`src/rtl/abp_frame_gen_if.sv`:
```
// AXI-Stream transmit channel plus ABP hyperdata handshake used by abp_frame_gen.
// master: the framer side (drives the stream and the hyperdata accept).
// slave:  the environment side (MAC sink and hyperdata source).
interface abp_frame_gen_if #(
  parameter int unsigned DATA_WIDTH = 8,
  parameter int unsigned VALUE_SIZE = 4
);
  logic                      m_eth_tx_tvalid;
  logic [DATA_WIDTH-1:0]     m_eth_tx_tdata;
  logic [DATA_WIDTH/8-1:0]   m_eth_tx_tkeep;
  logic                      m_eth_tx_tlast;
  logic                      m_eth_tx_tready;
  logic                      s_abp_ready;
  logic                      s_abp_valid;
  logic [8*VALUE_SIZE-1:0]   s_abp_value;
  logic                      s_abp_bit;

  modport master (
    output m_eth_tx_tvalid, m_eth_tx_tdata, m_eth_tx_tkeep, m_eth_tx_tlast, s_abp_ready,
    input  m_eth_tx_tready, s_abp_valid, s_abp_value, s_abp_bit
  );

  modport slave (
    input  m_eth_tx_tvalid, m_eth_tx_tdata, m_eth_tx_tkeep, m_eth_tx_tlast, s_abp_ready,
    output m_eth_tx_tready, s_abp_valid, s_abp_value, s_abp_bit
  );
endinterface

```
`src/rtl/abp_frame_gen.sv`:
```
// ABP transmit framer: latches one (value, alternating bit) record per frame and streams a
// PACKET_SIZE-byte frame over AXI-Stream, DATA_WIDTH bits per beat, with tkeep, backpressure,
// mid-frame abort and a completed-frame counter.
// Optional feature: define ABP_TX_CSUM_EN to replace the final frame byte with the XOR of all
// preceding frame bytes.
module abp_frame_gen #(
  parameter int unsigned DATA_WIDTH  = 8,
  parameter int unsigned VALUE_SIZE  = 4,
  parameter int unsigned PACKET_SIZE = 64,
  parameter logic [7:0]  PAD_BYTE    = 8'h00,
  parameter int unsigned VALUE_INCR  = 1
) (
  input  logic                  aclk,
  input  logic                  resetn,
  abp_frame_gen_if.master       bus,
  input  logic                  abort,
  output logic                  busy,
  output logic                  error_early_termination,
  output logic [31:0]           frame_count
);

  localparam int unsigned BYTES     = DATA_WIDTH / 8;
  localparam int unsigned BEATS     = (PACKET_SIZE + BYTES - 1) / BYTES;
  localparam int unsigned LastBytes = PACKET_SIZE - (BEATS - 1) * BYTES;
  localparam int unsigned CntW      = (BEATS > 1) ? $clog2(BEATS) : 1;
  localparam int unsigned ValW      = 8 * VALUE_SIZE;

  localparam logic [CntW-1:0]       LastBeat = CntW'(BEATS - 1);
  localparam logic [ValW-1:0]       Incr     = ValW'(VALUE_INCR);
  localparam logic [DATA_WIDTH-1:0] PadBeat  = {BYTES{PAD_BYTE}};

  function automatic logic [BYTES-1:0] mk_last_keep();
    logic [BYTES-1:0] k;
    k = '0;
    for (int unsigned i = 0; i < BYTES; i++) begin
      if (i < LastBytes) k[i] = 1'b1;
    end
    return k;
  endfunction

  localparam logic [BYTES-1:0] LastKeep = mk_last_keep();

`ifdef ABP_TX_CSUM_EN
  // Pad bytes cancel pairwise in the XOR, so only the parity of their count matters.
  localparam bit PadOdd = ((PACKET_SIZE - VALUE_SIZE - 2) % 2) == 1;

  function automatic logic [7:0] csum(input logic [ValW-1:0] v, input logic b);
    logic [7:0] x;
    x = {7'b0, b};
    for (int unsigned i = 0; i < VALUE_SIZE; i++) x = x ^ v[8*i +: 8];
    if (PadOdd) x = x ^ PAD_BYTE;
    return x;
  endfunction
`endif

  // Byte idx of the frame: big-endian value, then the alternating bit, then padding.
  function automatic logic [7:0] frame_byte(input int unsigned idx, input logic [ValW-1:0] v,
                                            input logic b);
    logic [7:0] r;
    r = PAD_BYTE;
    for (int unsigned i = 0; i < VALUE_SIZE; i++) begin
      if (idx == i) r = v[8*(VALUE_SIZE-1-i) +: 8];
    end
    if (idx == VALUE_SIZE) r = {7'b0, b};
`ifdef ABP_TX_CSUM_EN
    if (idx == PACKET_SIZE - 1) r = csum(v, b);
`endif
    return r;
  endfunction

  function automatic logic [DATA_WIDTH-1:0] beat_data(input logic [CntW-1:0] beat,
                                                      input logic [ValW-1:0] v, input logic b);
    logic [DATA_WIDTH-1:0] d;
    int unsigned base;
    d    = '0;
    base = 32'(beat) * BYTES;
    for (int unsigned k = 0; k < BYTES; k++) d[8*k +: 8] = frame_byte(base + k, v, b);
    return d;
  endfunction

  function automatic logic [BYTES-1:0] beat_keep(input logic [CntW-1:0] beat);
    return (beat == LastBeat) ? LastKeep : '1;
  endfunction

  typedef enum logic [1:0] {StIdle, StSend, StTerm} state_e;

  state_e                state_q;
  logic [CntW-1:0]       beat_q;
  logic [ValW-1:0]       val_q;
  logic                  bit_q;
  logic                  abort_q;
  logic                  tvalid_q;
  logic [DATA_WIDTH-1:0] tdata_q;
  logic [BYTES-1:0]      tkeep_q;
  logic                  tlast_q;
  logic                  ready_q;
  logic                  busy_q;
  logic                  err_q;
  logic [31:0]           count_q;

  logic [ValW-1:0] next_val;
  logic [CntW-1:0] beat_inc;

  assign next_val = bus.s_abp_value + Incr;
  assign beat_inc = beat_q + 1'b1;

  // Frame FSM; every output is a register so tdata/tkeep/tlast stay put under backpressure.
  always_ff @(posedge aclk or negedge resetn) begin
    if (!resetn) begin
      state_q  <= StIdle;
      beat_q   <= '0;
      val_q    <= '0;
      bit_q    <= 1'b0;
      abort_q  <= 1'b0;
      tvalid_q <= 1'b0;
      tdata_q  <= '0;
      tkeep_q  <= '0;
      tlast_q  <= 1'b0;
      ready_q  <= 1'b0;
      busy_q   <= 1'b0;
      err_q    <= 1'b0;
      count_q  <= '0;
    end else begin
      err_q <= 1'b0;
      unique case (state_q)
        StIdle: begin
          if (ready_q && bus.s_abp_valid) begin
            val_q    <= next_val;
            bit_q    <= bus.s_abp_bit;
            beat_q   <= '0;
            abort_q  <= 1'b0;
            state_q  <= StSend;
            ready_q  <= 1'b0;
            busy_q   <= 1'b1;
            tvalid_q <= 1'b1;
            tdata_q  <= beat_data('0, next_val, bus.s_abp_bit);
            tkeep_q  <= beat_keep('0);
            tlast_q  <= (BEATS == 1);
          end else begin
            ready_q <= 1'b1;
          end
        end
        StSend: begin
          if (bus.m_eth_tx_tready) begin
            if (beat_q == LastBeat) begin
              // Final beat accepted; any pending abort is moot.
              state_q  <= StIdle;
              tvalid_q <= 1'b0;
              tdata_q  <= '0;
              tkeep_q  <= '0;
              tlast_q  <= 1'b0;
              busy_q   <= 1'b0;
              ready_q  <= 1'b1;
              abort_q  <= 1'b0;
              count_q  <= count_q + 32'd1;
            end else if (abort_q || abort) begin
              state_q <= StTerm;
              abort_q <= 1'b0;
              tdata_q <= PadBeat;
              tkeep_q <= '1;
              tlast_q <= 1'b1;
            end else begin
              beat_q  <= beat_inc;
              tdata_q <= beat_data(beat_inc, val_q, bit_q);
              tkeep_q <= beat_keep(beat_inc);
              tlast_q <= (beat_inc == LastBeat);
            end
          end else if (abort && (beat_q != LastBeat)) begin
            abort_q <= 1'b1;
          end
        end
        StTerm: begin
          if (bus.m_eth_tx_tready) begin
            state_q  <= StIdle;
            tvalid_q <= 1'b0;
            tdata_q  <= '0;
            tkeep_q  <= '0;
            tlast_q  <= 1'b0;
            busy_q   <= 1'b0;
            ready_q  <= 1'b1;
            err_q    <= 1'b1;
            count_q  <= count_q + 32'd1;
          end
        end
        default: state_q <= StIdle;
      endcase
    end
  end

  assign bus.m_eth_tx_tvalid      = tvalid_q;
  assign bus.m_eth_tx_tdata       = tdata_q;
  assign bus.m_eth_tx_tkeep       = tkeep_q;
  assign bus.m_eth_tx_tlast       = tlast_q;
  assign bus.s_abp_ready          = ready_q;
  assign busy                     = busy_q;
  assign error_early_termination  = err_q;
  assign frame_count              = count_q;

endmodule

```
`src/flat_wrapper.sv`:
```
// flat-port wrapper written by rule: the top's interface ports become plain ports
module abp_frame_gen_flat 
#(
  parameter int unsigned DATA_WIDTH  = 8,
  parameter int unsigned VALUE_SIZE  = 4,
  parameter int unsigned PACKET_SIZE = 64,
  parameter logic [7:0]  PAD_BYTE    = 8'h00,
  parameter int unsigned VALUE_INCR  = 1
)
  (aclk, resetn, abort, busy, error_early_termination, frame_count, bus_m_eth_tx_tvalid, bus_m_eth_tx_tdata, bus_m_eth_tx_tkeep, bus_m_eth_tx_tlast, bus_s_abp_ready, bus_m_eth_tx_tready, bus_s_abp_valid, bus_s_abp_value, bus_s_abp_bit);
  abp_frame_gen_if #(.DATA_WIDTH(DATA_WIDTH), .VALUE_SIZE(VALUE_SIZE)) bus_i ();
  input  logic aclk;
  input  logic resetn;
  input  logic abort;
  output logic busy;
  output logic error_early_termination;
  output logic [31:0] frame_count;
  output wire logic [$bits(bus_i.m_eth_tx_tvalid)-1:0] bus_m_eth_tx_tvalid;
  output wire logic [$bits(bus_i.m_eth_tx_tdata)-1:0] bus_m_eth_tx_tdata;
  output wire logic [$bits(bus_i.m_eth_tx_tkeep)-1:0] bus_m_eth_tx_tkeep;
  output wire logic [$bits(bus_i.m_eth_tx_tlast)-1:0] bus_m_eth_tx_tlast;
  output wire logic [$bits(bus_i.s_abp_ready)-1:0] bus_s_abp_ready;
  input wire logic [$bits(bus_i.m_eth_tx_tready)-1:0] bus_m_eth_tx_tready;
  input wire logic [$bits(bus_i.s_abp_valid)-1:0] bus_s_abp_valid;
  input wire logic [$bits(bus_i.s_abp_value)-1:0] bus_s_abp_value;
  input wire logic [$bits(bus_i.s_abp_bit)-1:0] bus_s_abp_bit;
  assign bus_m_eth_tx_tvalid = bus_i.m_eth_tx_tvalid;
  assign bus_m_eth_tx_tdata = bus_i.m_eth_tx_tdata;
  assign bus_m_eth_tx_tkeep = bus_i.m_eth_tx_tkeep;
  assign bus_m_eth_tx_tlast = bus_i.m_eth_tx_tlast;
  assign bus_s_abp_ready = bus_i.s_abp_ready;
  assign bus_i.m_eth_tx_tready = bus_m_eth_tx_tready;
  assign bus_i.s_abp_valid = bus_s_abp_valid;
  assign bus_i.s_abp_value = bus_s_abp_value;
  assign bus_i.s_abp_bit = bus_s_abp_bit;
  abp_frame_gen #(.DATA_WIDTH(DATA_WIDTH), .VALUE_SIZE(VALUE_SIZE), .PACKET_SIZE(PACKET_SIZE), .PAD_BYTE(PAD_BYTE), .VALUE_INCR(VALUE_INCR)) u_core (.aclk(aclk), .resetn(resetn), .bus(bus_i), .abort(abort), .busy(busy), .error_early_termination(error_early_termination), .frame_count(frame_count));
endmodule
```
`config.mk`:
```
export PLATFORM = sky130hd
export DESIGN_NAME = abp_frame_gen_flat
export DESIGN_NICKNAME = d
export VERILOG_FILES = /design/src/rtl/abp_frame_gen_if.sv /design/src/rtl/abp_frame_gen.sv /design/src/flat_wrapper.sv
export SDC_FILE = /design/constraint.sdc
export NUM_CORES = 1
export LEC_CHECK = 0
export CORE_AREA = 2 2 144 146
export DETAILED_ROUTE_END_ITERATION = 8
export DIE_AREA = 0 0 146 148
export GPL_ROUTABILITY_DRIVEN = 0
export PLACE_DENSITY_LB_ADDON = 0.3
export SYNTH_ARGS = -nofsm -noshare
export SYNTH_HDL_FRONTEND = slang
export SYNTH_SLANG_ARGS = --single-unit
```
`constraint.sdc`:
```
create_clock -name aclk -period 2.9 [get_ports aclk]
set_input_delay 0.58 -clock aclk [delete_from_list [all_inputs] [get_ports aclk]]
set_output_delay 0.58 -clock aclk [all_outputs]
set_load 0.02 [all_outputs]
```
### Word level (Yosys, flattened, before mapping)

Cells that the tools add are included.

* add/subtract/negate cells: 3
* equal/unequal tests: 18
* muxes and demuxes: 51
* reduce and logical (&&, ||, !) cells: 16

Operators by type and width (count)
* two-way mux 32 bit: 3
* two-way mux 8 bit: 10
* adder 32 x 1 -> 32 bit (second input constant): 2
* case mux 32 bit (2 select lines): 1
* logical NOT 32 bit: 1
* two-way mux 6 bit: 4
* case mux 8 bit (3 select lines): 1
* two-way mux 1 bit: 20
* AND reduction 4 bit: 5
* equality test 6 x 2 -> 1 bit (second input constant): 2
* equality test 6 bit (second input constant): 2
* case mux 1 bit (3 select lines): 4
* case mux 6 bit (2 select lines): 1
* two-way mux 2 bit: 5
* AND reduction 5 bit: 2
* inequality test 2 bit (second input constant): 4
* adder 6 x 1 -> 6 bit (second input constant): 1
* equality test 6 x 1 -> 1 bit (second input constant): 1
* equality test 6 x 3 -> 1 bit (second input constant): 1
* inequality test 6 bit (second input constant): 1
* case mux 2 bit (3 select lines): 1
* inequality test 2 x 1 -> 1 bit (second input constant): 2
* inequality test 4 x 2 -> 1 bit (second input constant): 1
* nonzero test 2 bit: 2
* 10 further kinds: 11

* register bits after elaboration: 87
* input bits: 38
* output and inout bits: 46
* word-level logic and storage cells: 100

### Longest topological paths before layout

* depth in word-level cells: 11
* gate-level depth with buffers: 10
* depth with buffers taken out: 7

### Worst setup path after synthesis

OpenSTA, ideal clock, no wires.

* path kind: register to register
* start point: reg u_core.beat_q[0]
* end point: reg u_core.tdata_q[7] (netlist: u_core.bus.m_eth_tx_tdata[7])
* library setup time: 0.126 ns
* data arrival time: 2.010 ns
* required time: 2.774 ns
* path slack: 0.764 ns
* stages on the path, launching flop included: 11
* path buffers: 3
* clock period less this slack: 2.136 ns
* path through: dfrtp_1 > clkbuf_1 > inv_1 > ha_1 > clkbuf_1 > nor2b_1 > clkbuf_1 > a221o_1 > a22oi_1 > nor3_1 > a221o_1

* word-level cells in the longest chain between the ends: 11
* elaborated cells on any way between the ends: 16
* those cells by class: add/sub (1); eq/ne (5); mux (9); reduce/logical (1)

Ends and longest elaborated chain
* from (decl): line abp_frame_gen.sv:88 `logic [CntW-1:0] beat_q;`
* from (signal assigned): line abp_frame_gen.sv:163 `beat_q <= beat_inc;`
* adder 6 x 1 -> 6 bit: line abp_frame_gen.sv:105 `assign beat_inc = beat_q + 1'b1;`
* logical NOT 32 bit: line abp_frame_gen.sv:62 `if (idx == i) r = v[8*(VALUE_SIZE-1-i) +: 8];`
* two-way mux 8 bit (4 in a row): line abp_frame_gen.sv:62
* two-way mux 8 bit: line abp_frame_gen.sv:64 `if (idx == VALUE_SIZE) r = {7'b0, b};`
* two-way mux 8 bit: line abp_frame_gen.sv:156 `end else if (abort_q || abort) begin`
* two-way mux 8 bit (*): line abp_frame_gen.sv:145 `if (beat_q == LastBeat) begin`
* two-way mux 8 bit (*): line abp_frame_gen.sv:144 `if (bus.m_eth_tx_tready) begin`
* case mux 8 bit (3 select lines) (*): line abp_frame_gen.sv:125 `unique case (state_q)`
* to (signal assigned): line abp_frame_gen.sv:136 `tdata_q <= beat_data('0, next_val, bus.s_abp_bit);`
* to (signal assigned): line abp_frame_gen.sv:159 `tdata_q <= PadBeat;`
* to (signal assigned): line abp_frame_gen.sv:164 `tdata_q <= beat_data(beat_inc, val_q, bit_q);`
* to (decl): line abp_frame_gen.sv:93 `logic [DATA_WIDTH-1:0] tdata_q;`

Every way passes the cells marked *; elsewhere a longest branch is shown, timed or not. The select of a mux whose other input is x is not followed.
A chain may end at the register's enable or synchronous reset.

### Worst setup path after layout

* start point: reg u_core.beat_q[0]
* end point: reg u_core.tdata_q[3] (netlist: u_core.bus.m_eth_tx_tdata[3])

Same word-level chain as after synthesis.

==> results.json <==
{
  "status": "finished clean",
  "dr.pass1.iters": 4,
  "cts_made_buffers": 9,
  "num_antenna_cells": 0,
  "maxCapViolations": 0,
  "rr_worst_depth": 7,
  "clockBufferDepth": 2,
  "ys_ff_latch": 87,
  "reg2reg_to": "u_core.bus.m_eth_tx_tdata[3]$_DFFE_PN0P_",
  "clock-sinks": 87,
  "place_hpwl_um": 9630,
  "grt_pass1_wl_um": 20600,
  "h-tree-depth": 3,
  "cts_tree": "yes",
  "fp.dieH_um": 148,
  "async_flop_share": 1.00,
  "rr_startpoint": "u_core.beat_q[0]$_DFFE_PN0P_",
  "fp.dieW_um": 146,
  "drive_above_1_share": 0.0936,
  "drc_errors": 0,
  "r2r_slack_ns": 0.51,
  "cts_resized": 0,
  "worst_slew_pin_slew_ns": 0.689,
  "finalHoldViolCount": 0,
  "ir_worst_vdd_v": 0.000316,
  "startpoint": "u_core.beat_q[0]$_DFFE_PN0P_",
  "num_rows": 52,
  "coreArea_mm2": 0.0200,
  "vias": 4074,
  "hold_class": "primary input to async pin",
  "grt_usage": 0.120,
  "syn_nets": 561,
  "wl_per_cell_um": 14.6,
  "path_class": "flip-flop to flip-flop",
  "synth_edf_count": 0,
  "required_ns": 3.15,
  "drtIter0Drc": 279,
  "clock.fmax_mhz": 419,
  "synthCells": 512,
  "worstPathArrival_ns": 2.63,
  "post-cts-setup-buffers": 0,
  "startpoint_type": "flip-flop",
  "ys_warn_count": 0,
  "power_leakage_uw": 0.00268,
  "power_density_mw_per_mm2": 749,
  "dieArea_mm2": 0.0216,
  "grt_overflow": 0,
  "finalClockSkew_ns": 0.00728,
  "grt_max_degree": 62,
  "vias_per_cell": 4.69,
  "layout.cells.non_filler": 868,
  "clk_latency_ns": 0.35,
  "clkTransAtPathRegs_ns": 0.06,
  "avgSynthCellArea_um2": 9.62,
  "relSlewSlack": 0.537,
  "ys_seq_area_frac": 0.442,
  "cts_root_buffer": "clkbuf_16",
  "end_kind": "flip-flop",
  "tns_ns": 0,
  "antenna_found_initial": 0,
  "report.final.setup_viol": 0,
  "cp_max_fo": 12,
  "critPathCapture": "u_core.bus.m_eth_tx_tdata[3]$_DFFE_PN0P_",
  "synth_top_flop_cell": "dfrtp_1",
  "ctsHoldBuffers": 0,
  "grt_pass1_vias": 4019,
  "rsz0062_at_grt": "false",
  "numPortBuffers": 83,
  "route.final.wire_length_um": 12700,
  "fin_crit_sh": 0.823,
  "ant_nets": 0,
  "slew_viol_final": 0,
  "start_util": 0.246,
  "ys_types": 62,
  "period_needed_ns": 2.39,
  "dp_cells": 853,
  "layout.nets": 643,
  "ioPinCount": 84,
  "area_delta_synth_final_pct": 29.7,
  "synth_area_mm2": 0.00493
}
Yosys cell counts, drive strengths merged (3+ instances only):
library cell / instances / area, um2
nand2: 59 / 224
nor2: 19 / 71.3
xor2: 38 / 333
nor4: 11 / 109
and2: 5 / 31.3
nand4: 16 / 100
nand3: 30 / 168
or3: 9 / 56.3
nor3b: 3 / 22.5
xnor2: 24 / 210
mux2: 7 / 78.8
buf: 8 / 48.8
and4: 6 / 55.1
ha: 11 / 138
a21o: 4 / 30.0
nor3: 18 / 95.1
a22oi: 7 / 52.6
o311ai: 7 / 83.8
o21ai: 37 / 196
clkbuf: 17 / 63.8
and3: 12 / 81.3
a221o: 8 / 80.1
a21oi: 13 / 65.1
a31oi: 3 / 18.8
dfrtp: 87 / 2180
inv: 23 / 86.3
a21boi: 4 / 30.0
nand2b: 4 / 25.0
cell families after synthesis:
family / Yosys count / synth area share
buf+inv: 48 / 0.0404
fa+ha+maj: 11 / 0.0279
xor+xnor: 62 / 0.110
compound gates: 96 / 0.136
mux: 7 / 0.0160
flops: 87 / 0.442
simple gates: 201 / 0.227
metrics by stage:
stage | worst slack (ns) | total power, uW | cell area [um2] | hold WS (ns) | util
2_1_floorplan | 0.764 | 2960 | 4930 | 0.284 | -
3_3_place_gp | 0.226 | 3630 | 6100 | 0.457 | 0.304
3_5_place_dp | 0.148 | 3660 | 6100 | 0.461 | 0.304
4_1_cts | 0.524 | 4860 | 6390 | 0.289 | 0.319
5_1_grt | 0.181 | 5110 | 6390 | 0.317 | 0.319
6_report | 0.514 | 4790 | 6390 | 0.266 | 0.319
worst max-delay path, cell delays in order, from the launching register on:
cell      delay (ns)
dfrtp_1         0.54
inv_1           0.12
ha_1            0.34
nor2b_1         0.48
a221o_1         0.24
a22oi_1         0.09
or3_1           0.38
o311ai_1        0.09
layout by cell type (no fill, tap or decap), types with 19 or more instances in the layout:
cell,netlist,layout
clkdlybuf4s50_1,0,82
inv_1,23,23
xnor2_1,24,24
xor2_1,38,38
nand2_1,58,58
nand3_1,28,27
dfrtp_1,87,87
nor2_1,19,19
o21ai_0,19,19
routing by layer:
metal	vias up	share of wire	global-route usage
met5	-	0	0
met4	0	0.016	0.0345
met3	14	0.042	0.0302
met2	100	0.50	0.204
met1	1973	0.44	0.150
li1	1987	-	-
power breakdown:
part           total [uW]  internal, uW  switching, uW
Combinational        1770           786            986
Sequential           1850          1570            279
Clock                1170           667            501
layout make-up:
| class | count | area, um2 |
|---|---|---|
| clock buffers | 9 | 225 |
| clock inverters | 6 | 70.1 |
| fillers | 2132 | 13600 |
| inverters | 23 | 86.3 |
| multi-input cells | 377 | 2560 |
| flip-flops and latches | 87 | 2180 |
| well taps | 270 | 338 |
| repair buffers | 96 | 938 |
registers in the layout, indices dropped and copies added, names as in the netlist, 2 cells and up:
register                   count
u_core.beat_q                  6
u_core.bus.m_eth_tx_tdata      8
u_core.frame_count            32
u_core.state_q                 2
u_core.val_q                  32
worst min-delay path by stage:
stage,end,slack (ns),depth (start not counted),start
3_5_place_dp,u_core.frame_count[31]$_DFFE_PN0P_,0.46,1,u_core.frame_count[31]$_DFFE_PN0P_
2_1_floorplan,u_core.abort_q$_DFFE_PN0P_,0.28,0,resetn
4_1_cts,u_core.frame_count[30]$_DFFE_PN0P_,0.29,1,resetn
5_1_grt,u_core.frame_count[29]$_DFFE_PN0P_,0.32,1,resetn
6_report,u_core.frame_count[27]$_DFFE_PN0P_,0.27,1,resetn
3_3_place_gp,u_core.frame_count[31]$_DFFE_PN0P_,0.46,1,u_core.frame_count[31]$_DFFE_PN0P_
No activity file was read; power rests on OpenSTA's default activity.
